File: src/rtl/wave_pkg.sv
// wave_pkg: shared constants and sample-to-row mapping for the waveform renderers
package wave_pkg;
  localparam int RGB_W = 8;
  localparam int H_RES = 1280;
  localparam int V_RES = 1024;
  localparam int ROW_W = 11;
  localparam logic [RGB_W-1:0] GRID_GREY = 8'h40;
  function automatic logic [ROW_W-1:0] sample_to_row(input logic [15:0] sample, input int y_offset, input int y_shift);
    return ROW_W'(y_offset) + ROW_W'(sample >> y_shift);
  endfunction
endpackage

File: src/rtl/trace_span_hit.sv
// trace_span_hit: per-channel previous-row register and vertical span compare
module trace_span_hit import wave_pkg::*; #(
  parameter int SAMPLE_W = 8,
  parameter int Y_OFFSET = 0,
  parameter int Y_SHIFT  = 1
) (
  input  logic                clk,
  input  logic                reset,
  input  logic [SAMPLE_W-1:0] sample,
  input  logic                load,
  input  logic                first,
  input  logic                active,
  input  logic [9:0]          y,
  output logic                hit
);
  logic [ROW_W-1:0] cur_row, prev_row, ref_row, lo, hi;
  assign cur_row = sample_to_row(16'(sample), Y_OFFSET, Y_SHIFT);
  // the first column of a line must not connect back to the previous scanline
  assign ref_row = first ? cur_row : prev_row;
  assign lo = ref_row < cur_row ? ref_row : cur_row;
  assign hi = ref_row < cur_row ? cur_row : ref_row;
  assign hit = active && {1'b0, y} >= lo && {1'b0, y} <= hi;
  always_ff @(posedge clk or negedge reset)
    if (!reset) prev_row <= '0;
    else if (load) prev_row <= cur_row;
endmodule

File: src/rtl/wave_display_multi.sv
// wave_display_multi: renders NUM_CH overlaid sample traces plus graticule onto the raster scan
module wave_display_multi import wave_pkg::*; #(
  parameter int NUM_CH   = 2,
  parameter int SAMPLE_W = 8,
  parameter int IDX_W    = 8,
  parameter int X_START  = 256,
  parameter int X_SHIFT  = 1,
  parameter int Y_OFFSET = 0,
  parameter int Y_SHIFT  = 1,
  parameter logic [NUM_CH*24-1:0] CH_COLORS = 48'hFFFF00_00FF00,
  parameter int GRID_X   = 6,
  parameter int GRID_Y   = 5
) (
  input  logic                         clk,
  input  logic                         reset,
  input  logic [10:0]                  x,
  input  logic [9:0]                   y,
  input  logic                         valid,
  input  logic                         read_index,
  input  logic [NUM_CH-1:0]            ch_enable,
  input  logic                         grid_en,
  output logic [IDX_W:0]               read_address,
  input  logic [NUM_CH*SAMPLE_W-1:0]   read_value,
  output logic                         valid_pixel,
  output logic [RGB_W-1:0]             r,
  output logic [RGB_W-1:0]             g,
  output logic [RGB_W-1:0]             b
);
  localparam logic [11:0] X_LO = 12'(X_START);
  localparam logic [11:0] X_HI = 12'(X_START + 2**(IDX_W+X_SHIFT));
  logic              active_bank, in_win, in_win_s1, first_s1, load, grid;
  logic [11:0]       x_off;
  logic [IDX_W-1:0]  idx, idx_s1, last_idx;
  logic [9:0]        y_s1;
  logic [GRID_X-1:0] gx_s1;
  logic [NUM_CH-1:0] hit;
  logic [23:0]       color;
  assign x_off = {1'b0, x} - X_LO;
  assign in_win = valid && {1'b0, x} >= X_LO && {1'b0, x} < X_HI;
  assign idx = IDX_W'(x_off >> X_SHIFT);
  assign read_address = {active_bank, idx};
  assign load = in_win_s1 && (first_s1 || idx_s1 != last_idx);
  assign grid = grid_en && in_win_s1 && (gx_s1 == '0 || y_s1[GRID_Y-1:0] == '0);
  for (genvar c = 0; c < NUM_CH; c++) begin : g_ch
    trace_span_hit #(.SAMPLE_W(SAMPLE_W), .Y_OFFSET(Y_OFFSET), .Y_SHIFT(Y_SHIFT)) u_hit (
      .clk(clk), .reset(reset), .sample(read_value[c*SAMPLE_W +: SAMPLE_W]), .load(load),
      .first(first_s1), .active(ch_enable[c] && in_win_s1), .y(y_s1), .hit(hit[c]));
  end
  // lowest-numbered hitting channel wins
  always_comb begin
    color = '0;
    for (int c = NUM_CH - 1; c >= 0; c--) color = hit[c] ? CH_COLORS[c*24 +: 24] : color;
  end
  always_ff @(posedge clk or negedge reset)
    if (!reset) begin
      active_bank <= 1'b0;
      y_s1 <= '0;
      in_win_s1 <= 1'b0;
      idx_s1 <= '0;
      first_s1 <= 1'b0;
      gx_s1 <= '0;
      last_idx <= '0;
      valid_pixel <= 1'b0;
      {r, g, b} <= '0;
    end else begin
      if (valid && x == '0 && y == '0) active_bank <= read_index;
      y_s1 <= y;
      in_win_s1 <= in_win;
      idx_s1 <= idx;
      first_s1 <= {1'b0, x} == X_LO;
      gx_s1 <= x_off[GRID_X-1:0];
      if (load) last_idx <= idx_s1;
      valid_pixel <= |hit || grid;
      {r, g, b} <= |hit ? color : grid ? {3{GRID_GREY}} : '0;
    end
endmodule

File: config.mk
export PLATFORM = sky130hd
export DESIGN_NAME = wave_display_multi
export DESIGN_NICKNAME = d
export VERILOG_FILES = /design/src/rtl/wave_pkg.sv /design/src/rtl/trace_span_hit.sv /design/src/rtl/wave_display_multi.sv
export SDC_FILE = /design/constraint.sdc
export NUM_CORES = 1
export LEC_CHECK = 0
export BUFFER_PORTS_ARGS = -buffer_cell sky130_fd_sc_hd__buf_2
export CAP_MARGIN = 20
export CORE_MARGIN = 8
export CORE_UTILIZATION = 35
export CTS_BUF_LIST = sky130_fd_sc_hd__clkbuf_8
export DETAILED_ROUTE_END_ITERATION = 7
export GPL_ROUTABILITY_DRIVEN = 0
export PLACE_DENSITY_LB_ADDON = 0.1
export SETUP_SLACK_MARGIN = 0.3
export SLEW_MARGIN = 5
export SYNTH_ARGS = -nofsm -noshare
export SYNTH_HDL_FRONTEND = slang
export SYNTH_SLANG_ARGS = --single-unit
File: constraint.sdc
create_clock -name clk -period 3.9 [get_ports clk]
set_input_delay 0.39 -clock clk [delete_from_list [all_inputs] [get_ports clk]]
set_output_delay 0.39 -clock clk [all_outputs]
set_load 0.01 [all_outputs]
# Word level (Yosys, flattened, before mapping)
# Cells that the tools add are included.
# classes
n_mux	10
n_reduce_logical	21
add_sub_neg	1
magnitude_cmp	8
eq_ne	2
# ops
cell	count
two-way mux 24 bit	3
two-way mux 11 bit	4
two-way mux 23 bit	1
>= comparator 10 x 11 -> 1 bit	2
<= comparator 10 x 11 -> 1 bit	2
< comparator 11 x 7 -> 1 bit	2
two-way mux 7 bit	2
logical AND 1 bit	13
== test 11 x 9 -> 1 bit, second input constant	1
>= comparator 11 x 9 -> 1 bit, second input constant	1
logical NOT 11 bit	1
< comparator 11 x 10 -> 1 bit, second input constant	1
logical NOT 10 bit	1
subtractor 9 bit, second input constant	1
!= test 8 bit	1
logical NOT 6 bit	1
logical NOT 5 bit	1
logical OR 1 bit	3
OR reduction 2 bit	1
# word_totals
register_bits	74
output_inout_bits	34
wordCells	55
input_bits	44

# Longest topological paths before layout
# Gate-level depths: netlist of the first run.
# logic_depth
ltp_word	9
mapped_depth	17

# Hierarchy
# From an unflattened synthesis of the first run, not the netlist that was laid out.
# unflattened
cells_unflattened	321
area_unflattened_um2	3579.7
# modules_own_cells
module	n_inst	seq_area_each_um2	area_per_inst_um2	cells_each
wave_display_multi	1	900.9	1481.4	112
trace_span_hit at g_ch[1].u_hit	1	175.2	1057.3	107
trace_span_hit at g_ch[0].u_hit	1	175.2	1041.0	102

# Worst setup path after synthesis of the first run
# No wires, ideal clock.
# synth_timing
kind	flip-flop to flip-flop
startpoint	register first_s1
endpoint	register b[6]
stages_incl_launch_ff	16
required_time_ns	3.812
n_path_buf	2
setup_slack_ns	0.506
setup_ns	0.088
arrival_ns	3.306
cell_sequence	dfrtp_1 > buf_6 > buf_2 > mux2_2 > ha_1 > nor4b_2 > o21bai_1 > a21oi_2 > nand2b_1 > mux2_2 > ha_1 > nand2b_1 > a211oi_1 > nor3_1 > o311ai_2 > nor3b_1
# synth_between
elab_chain_len	8
word_cells_on_any_way	19
classes_between	order compare: 6; mux: 8; reduce/logical: 5
# synth_rtl
item	line	rtl
from (decl)	wave_display_multi.sv:31	logic active_bank, in_win, in_win_s1, first_s1, load, grid;
from (signal assigned)	wave_display_multi.sv:60	first_s1 <= 1'b0;
from (signal assigned)	wave_display_multi.sv:70	first_s1 <= {1'b0, x} == X_LO;
two-way mux 7 bit	trace_span_hit.sv:19	assign ref_row = first ? cur_row : prev_row;
< comparator 11 x 7 -> 1 bit	trace_span_hit.sv:20, trace_span_hit.sv:21	
two-way mux 11 bit	trace_span_hit.sv:20	assign lo = ref_row < cur_row ? ref_row : cur_row;
>= comparator 10 x 11 -> 1 bit	trace_span_hit.sv:22	assign hit = active && {1'b0, y} >= lo && {1'b0, y} <= hi;
logical AND 1 bit (2 in series)	trace_span_hit.sv:22	
two-way mux 24 bit / OR reduction 2 bit (equally long branches)	wave_display_multi.sv:52, wave_display_multi.sv:74	
two-way mux 24 bit *	wave_display_multi.sv:74	{r, g, b} <= |hit ? color : grid ? {3{GRID_GREY}} : '0;
to (signal assigned)	wave_display_multi.sv:74	
to (decl)	wave_display_multi.sv:27	output logic [RGB_W-1:0] b
# Every way passes the cells marked *; elsewhere a longest branch is shown, timed or not.
# A chain may end at the register's enable or synchronous reset.

# Worst setup path in the final report of the first run
# layout_timing
startpoint	register first_s1
endpoint	register valid_pixel
# layout_between
elab_chain_len	8
word_cells_on_any_way	18
classes_between	order compare: 6; mux: 6; reduce/logical: 6
# layout_rtl
item	line	rtl
two-way mux 7 bit	trace_span_hit.sv:19	
< comparator 11 x 7 -> 1 bit	trace_span_hit.sv:20, trace_span_hit.sv:21	
two-way mux 11 bit	trace_span_hit.sv:20	
>= comparator 10 x 11 -> 1 bit	trace_span_hit.sv:22	
logical AND 1 bit (2 in series)	trace_span_hit.sv:22	
OR reduction 2 bit *	wave_display_multi.sv:73	valid_pixel <= |hit || grid;
logical OR 1 bit *	wave_display_multi.sv:73	
to (signal assigned)	wave_display_multi.sv:73	
to (decl)	wave_display_multi.sv:24	output logic valid_pixel,
# Marked as above.

==> summary.md, run 1 <==
| Metric | Value |
|---|---|
| Area grow syn2layout | 23.44% |
| Vias | 2519 |
| Total CTS buffers | 5 |
| Antenna violations before repair | 0 |
| Most common cell after layout, fill and taps aside | buf_2 |
| Worst ir drop on vdd | 0.0001677 V |
| Reg2reg start | first_s1 |
| Setup_tns | 0 ns |
| Clk slew on worst S/H paths | 0.11 ns |
| First-pass GRT wire length | 12.85 mm |
| Avg Cell Area, Syn | 10.29 um^2 |
| Max clock buf depth | 2 |
| Routed WL | 7.751 mm |
| Pleak | 2.030 nW |
| Outcome | finished, final reports clean |
| Net count reported at finish | 485 |
| # H-tree levels | 2 |
| Worst path depth | 16 |
| Crit-path max FO | 6 |
| I/O Pins | 78 |
| Cells along the critical path | buf_6, mux2_4, ha_4, nor4b_2, o21bai_1, a21oi_2, buf_4, buf_6, mux2i_2, ha_1, a21oi_1, o21ai_0, a211o_1, a221oi_4, buf_6, nand3b_1 |
| Max capacitance violation total | 0 |
| Hold-fix buffers, CTS | 0 |
| Top FF cell, synth | dfrtp_1 |
| Min-Delay Path Class | input pin to async pin |
| Cells after synthesis | 327 |
| Achievable Freq | 0.2843 GHz |
| Seq/Total Area, Yosys | 37.20% |
| Ys Warns | 0 |
| Die Width | 114.0 um |
| Layout cells sized above 1 | 40.55% |
| Crit path required time | 4.15 ns |
| Power Total | 0.001710 W |
| PwrDens | 411.8 nW/um^2 |
| RSZ-0062 raised after global routing | yes |
| Routed vias/inst | 4.744 |
| Synth area leaders | dfrtp_1, ha_1, mux2_2, buf_4, mux2i_1 |
| DR iter-0 viols | 65 |
| Drt wl/cell | 14.60 um |
| R2R setup slack | 0.38 ns |
| Diode count | 0 |
| Critical setup path kind | register to register |
| Input/output buffers | 68 |
| Height of the die | 114.0 um |
| Slew headroom | 56.23% |
| Cell mode on critical path | buf_6 |
| Pin count of the biggest net entering global routing | 51 |
| Top cell type by total area after synthesis | dfrtp_1 |
| Setup violators final | 0 |
| Worst reg2reg endpoint | valid_pixel |
| Sinks on Clock Net | 50 |
| Tightest Pin Transition | 0.6565 ns |
| # DRC | 0 |
| Pins Over Slew Limit | 0 |
| Post-layout min period | 3.517 ns |
| Drt pass-1 iters | 4 |
| # rows | 35 |
| Fin crit share | 90.18% |
| Initial Utilization | 36.23% |
| Clk Latency, worst-skew pair | 0.31 ns |
| Antenna viol nets, final | 0 |
| Register-to-Register Path Depth | 16 |
| Slowest cell delay on critical path | 0.41 ns |
| CP top delay family | compound AO/OA/AOI/OAI gates |
| Slowest cell on crit path | dfrtp_1 |
| Overflow after GRT | 0 |
| #FFs+latches synth | 50 |
| Mapped Area | 3363 um^2 |
| CTS root buf | clkbuf_8 |
| Post-synth EDFFs | 0 |
| Crit path DAT | 3.76 ns |
| CTS tree | done |
| Netlist cell types | 41 |
| Commonest non-fill, non-tap cells in the layout | buf_2, dfrtp_1, ha_1 |
| Worst setup EP type | register |
| Core area | 9284 um^2 |
| Total GRT Usage | 12.37% |
| Final hold violations | 0 |
| FFs w/ async S/R, synth | 100.0% |
| Number of global-route vias before repair | 2626 |
| Final HPWL DP | 5.959 mm |
| Post-synth top area share | 37.20% |
| Clock Skew | 0.006330 ns |
| Bufs and invs on worst path | 4 |
| Critical path launch point type | register |
| Die Area | 13000 um^2 |
## routing by layer
| layer | share of wire [%] | vias up | global-route usage, % |
|---|---|---|---|
| li1 | - | 1281 | - |
| met1 | 48 | 1180 | 15.82 |
| met2 | 48 | 50 | 20.58 |
| met3 | 3.2 | 8 | 2.536 |
| met4 | 1.3 | 0 | 3.372 |
| met5 | 0 | - | 0 |
## timing repair
action,in CTS,in global routing
pin swaps,7,16
setup endpoints to repair,6,6
cloned,1,0
resized for setup,14,28
buffers inserted,7,10
## area by class of cell
type | instances | area (um^2)
repair buffers | 98 | 633.1
inverters | 14 | 52.55
multi-input cells | 232 | 1956
clock inverters | 3 | 28.78
well taps | 129 | 161.4
clock buffers | 5 | 68.82
flip-flops and latches | 50 | 1251
fillers | 942 | 5132
## worst max-delay path by stage
stage / start / endpoint / slack (ns)
final: first_s1 / valid_pixel / 0.38
after global routing: first_s1 / b[6] / 0.19
after CTS: first_s1 / b[6] / 0.31
after detailed placement: first_s1 / b[6] / 0.22
after global placement: first_s1 / b[6] / 0.29
after floorplan: first_s1 / b[6] / 0.51
## power by group
part / total [W] / switching (W) / internal (W) / leakage [nW]
Combinational: 0.000751 / 0.000363 / 0.000388 / 1.37
Clock: 0.000335 / 0.000201 / 0.000134 / 0.0502
Sequential: 0.000624 / 0.0000433 / 0.000581 / 0.612
## synthesized netlist by cell type (6+ instances only)
library cell	count
a211oi_1	6
a21oi_1	20
nor4_1	6
nand2_1	18
ha_1	40
inv_1	14
o21ai_0	20
dfrtp_1	50
mux2_2	25
mux2i_1	12
xnor2_1	8
nor2_1	25
buf_4	30
## cell families after synthesis
family | count (synthesis) | synth area share (%)
AND/OR/NAND/NOR | 79 | 12.20
AO/OA/AOI/OAI | 58 | 10.53
buffers and inverters | 51 | 10.01
flip-flops | 50 | 37.20
adder cells (fa/ha/maj) | 40 | 14.88
multiplexers | 39 | 12.72
XOR/XNOR | 9 | 2.344
other | 1 | 0.1115
## registers in the layout, indices dropped and copies added (netlist names)
register             flops
idx_s1                   8
first_s1                 1
y_s1                    10
last_idx                 8
g                        2
gx_s1                    1
valid_pixel              1
in_win_s1                1
b                        1
g_ch.u_hit.prev_row     14
r                        2
active_bank              1
## stage by stage
stage                     util (%)  hold WS (ns)  area, um^2  std cells  setup slack, ns
after floorplan                  -       0.09441        3386        333           0.5059
after global placement       40.00        0.4612        3714        505           0.2875
after detailed placement     40.00        0.4712        3714        505           0.2209
after CTS                    42.78        0.1788        3971        521           0.3114
after global routing         44.72        0.1741        4151        531           0.1888
final                        44.72        0.1691        4151        531           0.3830
Power figures use the tool's default switching activity.
==> inputs of run 2 (changes only) <==
--- a/config.mk
+++ b/config.mk
@@ -9,7 +9,7 @@
 export CAP_MARGIN = 20
 export CORE_MARGIN = 8
 export CORE_UTILIZATION = 35
-export CTS_BUF_LIST = sky130_fd_sc_hd__clkbuf_8
+export CTS_BUF_LIST = sky130_fd_sc_hd__clkbuf_2
 export DETAILED_ROUTE_END_ITERATION = 7
 export GPL_ROUTABILITY_DRIVEN = 0
 export PLACE_DENSITY_LB_ADDON = 0.1
==> summary.md, run 2 (synthesis gave the netlist of run 1 again) <==
| Metric | Value |
|---|---|
| Outcome | finished, violations left |
| Violated checks | hold timing |
| Worst Setup EP | valid_pixel |
| Total CTS buffers | 5 (unchanged) |
| Post-route cell area | 4232 um^2 (+1.9%) |
| Vias | 2546 (+1.1%) |
| Setup violators final | 0 (unchanged) |
| Worst reg2reg endpoint | valid_pixel |
| Core area | 9284 um^2 (unchanged) |
| Crit path required time | 4.32 ns (+0.17 ns) |
| Min-Delay Path Class | input pin to async pin |
| Crit path DAT | 3.98 ns (+0.22 ns) |
| Slew headroom | 56.39% (+0.16 points) |
| Final HPWL DP | 5.959 mm (unchanged) |
| CP Launch Point | first_s1 |
| Antenna violations before repair | 0 (unchanged) |
| Setup_tns | 0 ns (unchanged) |
| Layout cells sized above 1 | 36.96% (-3.6 points) |
| Pin count of the biggest net entering global routing | 51 (unchanged) |
| Die Width | 114.0 um (unchanged) |
| Core Util, Final | 45.58% (+0.86 points) |
| DR iter-0 viols | 52 (-20%) |
| Drt pass-1 iters | 4 (unchanged) |
| Slowest cell on crit path | dfrtp_1 |
| R2R setup slack | 0.34 ns (-0.04 ns) |
| Most common cell after layout, fill and taps aside | buf_2 |
| Number of global-route vias before repair | 2654 (+1.1%) |
| Worst ir drop on vdd | 0.0001745 V (+4.1%) |
| Final hold slack | -0.01810 ns (-0.1872 ns) |
| Worst setup EP type | register |
| Input/output buffers | 68 (unchanged) |
| Max clock buf depth | 2 (unchanged) |
| Net count reported at finish | 497 (+2.5%) |
| Routed WL | 7.960 mm (+2.7%) |
| Max Used Layer | met4 |
| Max reg flops | 14 (unchanged) |
| CTS root buf | clkbuf_2 |
| Placed cells | 505 (unchanged) |
| Overflow after GRT | 0 (unchanged) |
| Largest registers | g_ch.u_hit.prev_row (14), y_s1 (10) |
| Cells along the critical path | buf_6, buf_12, mux2_2, ha_1, nand2_1, o21ai_1, a21oi_2, buf_6, buf_6, buf_16, nor2_4, a21oi_2, ha_1, nand4_1, or3_4, a221oi_4, buf_6, nand3b_1 |
| Drt wl/cell | 14.66 um (+0.43%) |
| Critical setup path kind | register to register |
| Achievable Freq | 0.2812 GHz (-1.1%) |
| Most flop-heavy register | g_ch.u_hit.prev_row |
| Diode count | 0 (unchanged) |
| Post-layout min period | 3.557 ns (+0.03961 ns) |
| Die Area | 13000 um^2 (unchanged) |
| Crit-path max FO | 6 (unchanged) |
| Slowest cell delay on critical path | 0.44 ns (+0.03 ns) |
| Initial Utilization | 36.23% (unchanged) |
| PwrDens | 383.5 nW/um^2 (-6.9%) |
| Clock Skew | 0.02151 ns (+0.01518 ns) |
| Max capacitance violation total | 0 (unchanged) |
| Pleak | 2.058 nW (+1.4%) |
| I/O Pins | 78 (unchanged) |
| # H-tree levels | 2 (unchanged) |
| # DRC | 0 (unchanged) |
| # rows | 35 (unchanged) |
| Height of the die | 114.0 um (unchanged) |
| Reg2reg start | first_s1 |
| Commonest non-fill, non-tap cells in the layout | buf_2, dfrtp_1, ha_1 |
| Area grow syn2layout | 25.82% |
| CTS tree | done |
| Register-to-Register Path Depth | 18 (+2) |
| Pins Over Slew Limit | 0 (unchanged) |
| Sinks on Clock Net | 50 (unchanged) |
| Final hold violations | 15 (+15) |
| First-pass GRT wire length | 12.97 mm (+0.86%) |
| Total GRT Usage | 12.46% (+0.089 points) |
| Antenna viol nets, final | 0 (unchanged) |
| Fin crit share | 91.20% (+1.0 points) |
| Clk slew on worst S/H paths | 0.30 ns (+0.19 ns) |
| Clk Latency, worst-skew pair | 0.45 ns (+0.14 ns) |
| Critical path launch point type | register |
| RSZ-0062 raised after global routing | yes |
| M1 wire length | 3.720 mm (+1.0%) |
| Met3 wire length | 276 um (+13%) |
| Non-filler instance count after layout | 543 (+2.3%) |
| Met2 Routed Length | 3.869 mm (+4.0%) |
| Routed vias/inst | 4.689 (-1.2%) |
| Placed inst area | 3714 um^2 (unchanged) |
| Cell mode on critical path | buf_6 |
| Tightest Pin Transition | 0.6541 ns (-0.002414 ns) |
## run 2: changes by cell type in the layout (fill, tap and decap cells not counted), sizes merged
cell / previous run / this run
dlygate4sd3: 0 / 16
buf: 98 / 94
## run 2: worst min path at each step
stage                              start                   endpoint  slack (ns)  depth (start not counted)
6_report                           reset  g_ch[1].u_hit.prev_row[6]       -0.02                          2
5_1_grt                            reset  g_ch[1].u_hit.prev_row[6]       0.002                          2
4_1_cts                            reset  g_ch[1].u_hit.prev_row[3]      0.0008                          2
3_5_place_dp   g_ch[0].u_hit.prev_row[1]  g_ch[0].u_hit.prev_row[1]        0.47                          2
3_3_place_gp   g_ch[1].u_hit.prev_row[2]  g_ch[1].u_hit.prev_row[2]        0.46                          2
2_1_floorplan                      reset                active_bank        0.09                          0
## run 2: area by class of cell
class | count | area, um^2
clock inverter | 3 | 28.78
clock buffer | 5 | 25.02
inverter | 14 | 52.55
timing repair buffer | 110 | 783.3
tap | 129 | 161.4
fill | 919 | 5052
sequential | 50 | 1251
multi-input combinational | 232 | 1929
## run 2: layer usage
metal / track usage (%) / up-vias
met5: 0 / -
met4: 3.372 / 0
met3: 2.219 / 7
met2: 20.74 / 49
met1: 16.14 / 1188
li1: - / 1302
## run 2: power by group
part           switching (W)  total, W  internal, W
clock               0.000194  0.000246    0.0000524
sequential         0.0000435  0.000625     0.000582
combinational       0.000361  0.000752     0.000391
## run 2: what timing repair did
action	in CTS	in global routing
gates cloned	1	0
buffers inserted	10	3
resized for setup	20	16
hold buffers	1	15
endpoints found under the hold margin	1	15
pin swaps	9	15
setup endpoints to repair	6	6
## run 2: critical path, delay by kind of cell, from the launching register on
family,cells,cell delay [ns]
mux,1,0.36
flops,1,0.44
compound gates,4,0.59
buf+inv,6,0.80
fa+ha+maj,2,0.57
simple gates,5,0.79
## run 2: per-stage QoR
step                      power (W)  setup slack (ns)
after floorplan            0.001103            0.5059
after global placement     0.001237            0.2875
after detailed placement   0.001254            0.2209
after CTS                  0.001582            0.3035
after global routing       0.001764            0.1679
final                      0.001623            0.3434
==> inputs of run 3 (changes only) <==
--- a/config.mk
+++ b/config.mk
@@ -12,6 +12,7 @@
 export CTS_BUF_LIST = sky130_fd_sc_hd__clkbuf_2
 export DETAILED_ROUTE_END_ITERATION = 7
 export GPL_ROUTABILITY_DRIVEN = 0
+export MAX_ROUTING_LAYER = met4
 export PLACE_DENSITY_LB_ADDON = 0.1
 export SETUP_SLACK_MARGIN = 0.3
 export SLEW_MARGIN = 5
==> summary.md, run 3 (synthesis gave the netlist of run 1 again) <==
| Metric | Value |
|---|---|
| Cells along the critical path | buf_6, buf_12, mux2_2, ha_1, nand2_1, o21ai_1, a21oi_2, buf_6, buf_6, buf_16, nor2_4, a21oi_2, ha_1, nand4_1, or3_4, a221oi_4, buf_6, nand3b_1 |
| Slowest cell on crit path | dfrtp_1 |
| Sinks on Clock Net | 50 (unchanged) |
| Slew headroom | 56.29% (-0.10 points) |
| Pins Over Slew Limit | 0 (unchanged) |
| Core area | 9284 um^2 (unchanged) |
| I/O Pins | 78 (unchanged) |
| Crit-path max FO | 6 (unchanged) |
| Setup_tns | 0 ns (unchanged) |
| Critical setup path kind | register to register |
| Non-filler instance count after layout | 543 (unchanged) |
| Total CTS buffers | 5 (unchanged) |
| Crit path required time | 4.32 ns (about the same) |
| Layout cells sized above 1 | 36.96% (unchanged) |
| Worst ir drop on vdd | 0.0001745 V (about the same) |
| # H-tree levels | 2 (unchanged) |
| # rows | 35 (unchanged) |
| Height of the die | 114.0 um (unchanged) |
| # DRC | 0 (unchanged) |
| Sequential group share of total power | 38.5% (about the same) |
| Drt wl/cell | 14.64 um (-0.11%) |
| Routed WL | 7.951 mm (-0.11%) |
| PwrDens | 383.2 nW/um^2 (about the same) |
| Slowest cell delay on critical path | 0.44 ns (about the same) |
| NetSw | 0.0005966 W (-0.24%) |
| Cell mode on critical path | buf_6 |
| Violated checks | hold timing |
| Clk slew on worst S/H paths | 0.30 ns (about the same) |
| Post-layout min period | 3.558 ns (+0.001251 ns) |
| Most common cell after layout, fill and taps aside | buf_2 |
| CTS root buf | clkbuf_2 |
| Vias | 2541 (-0.20%) |
| Total GRT Usage | 12.77% (+0.31 points) |
| Most flop-heavy register | g_ch.u_hit.prev_row |
| Max clock buf depth | 2 (unchanged) |
| Overflow after GRT | 0 (unchanged) |
| Clk Latency, worst-skew pair | 0.45 ns (about the same) |
| Clock power share | 15.1% (about the same) |
| Pleak | 2.058 nW (unchanged) |
| Final hold violations | 10 (-5) |
| Antenna violations before repair | 0 (unchanged) |
| Critical path launch point type | register |
| Largest registers | g_ch.u_hit.prev_row (14), y_s1 (10) |
| RSZ-0062 raised after global routing | yes |
| Area grow syn2layout | 25.82% (unchanged) |
| Die Width | 114.0 um (unchanged) |
| Comb pwr share | 46.4% (about the same) |
| Setup violators final | 0 (unchanged) |
| Die Area | 13000 um^2 (unchanged) |
| Max reg flops | 14 (unchanged) |
| Fillers | 919 (unchanged) |
| First-pass GRT wire length | 12.97 mm (unchanged) |
| Fin crit share | 91.23% (about the same) |
| Input/output buffers | 68 (unchanged) |
| Final HPWL DP | 5.959 mm (unchanged) |
| Tightest Pin Transition | 0.6556 ns (+0.001533 ns) |
| Clock Skew | 0.02077 ns (-0.0007424 ns) |
| Internal | 0.001025 W (about the same) |
| Commonest non-fill, non-tap cells in the layout | buf_2, dfrtp_1, ha_1 |
| Worst setup EP type | register |
| Crit path DAT | 3.98 ns (about the same) |
| Diode count | 0 (unchanged) |
| Drt pass-1 iters | 4 (unchanged) |
| Final hold slack | -0.01258 ns (+0.005523 ns) |
| CTS tree | done |
| Register-to-Register Path Depth | 18 (unchanged) |
| Placed cells | 505 (unchanged) |
| Max capacitance violation total | 0 (unchanged) |
| Switching Fraction | 36.79% (-0.056 points) |
| Initial Utilization | 36.23% (unchanged) |
| R2R setup slack | 0.34 ns (about the same) |
| Pin count of the biggest net entering global routing | 51 (unchanged) |
| Net count reported at finish | 497 (unchanged) |
| Achievable Freq | 0.2811 GHz (about the same) |
| Number of global-route vias before repair | 2656 (+0.075%) |
| Routed vias/inst | 4.680 (-0.20%) |
| Antenna viol nets, final | 0 (unchanged) |
| Min-Delay Path Class | input pin to async pin |
| Outcome | finished, violations left |
| DR iter-0 viols | 56 (+7.7%) |
## run 3: cell counts in the layout (fill, tap and decap cells not counted)
Identical to the previous run, type by type.
## run 3: what timing repair did
item | 4_1_cts | 5_1_grt
gates resized for setup | 20 | 16
hold buffers | 1 | 15
setup buffers | 10 | 3
pin swaps | 9 | 15
endpoints found under the hold margin | 1 | 15
cloned | 1 | 0
endpoints found under the setup margin | 6 | 6
## run 3: layout make-up
| cell class | count | area (um^2) | share of cell area (%) |
|---|---|---|---|
| clock buffer | 5 | 25.02 | 0.5914 |
| inverter | 14 | 52.55 | 1.242 |
| clock inverter | 3 | 28.78 | 0.6801 |
| sequential | 50 | 1251 | 29.57 |
| multi-input combinational | 232 | 1929 | 45.59 |
| timing repair buffer | 110 | 783.3 | 18.51 |
| tap | 129 | 161.4 | 3.814 |
## run 3: critical path, delay by kind of cell, from the launching register on
kind,cells,cell delay (ns)
buffers and inverters,6,0.80
multiplexers,1,0.36
AND/OR/NAND/NOR,5,0.79
adder cells (fa/ha/maj),2,0.57
flip-flops,1,0.44
AO/OA/AOI/OAI,4,0.59
## run 3: final timing paths
kind                                            from                   endpoint
setup / recovery                            first_s1                valid_pixel
hold / removal                                 reset  g_ch[1].u_hit.prev_row[6]
setup reg to reg                            first_s1                valid_pixel
hold reg to reg            g_ch[1].u_hit.prev_row[3]  g_ch[1].u_hit.prev_row[3]
max in group asynchronous                      reset                   first_s1
min in group clk                                y[5]                    y_s1[5]
## run 3: power by group through the flow
stage	combinational, W	clock, W	sequential (W)
after floorplan	0.000480	0	0.000623
after global placement	0.000604	0	0.000633
after detailed placement	0.000619	0	0.000636
after CTS	0.000695	0.000261	0.000626
after global routing	0.000846	0.000280	0.000638
final	0.000752	0.000245	0.000625
## run 3: stage by stage
stage                     hold slack, ns  power [W]  worst slack, ns  instance area, um^2  util (%)
final                           -0.01258   0.001621           0.3421                 4232     45.58
after global routing            0.006754   0.001764           0.1678                 4232     45.58
after global placement            0.4612   0.001237           0.2875                 3714     40.00
after detailed placement          0.4712   0.001254           0.2209                 3714     40.00
after CTS                      0.0008289   0.001582           0.3035                 3984     42.91
after floorplan                  0.09441   0.001103           0.5059                 3386         -
## run 3: metal layers
metal	routed length, um	GRT usage, %	vias to the layer above
met1	3744	16.20	1188
met4	72	3.106	0
met2	3888	20.74	47
met3	246	2.113	4
li1	-	-	1302
met5	0	-	-
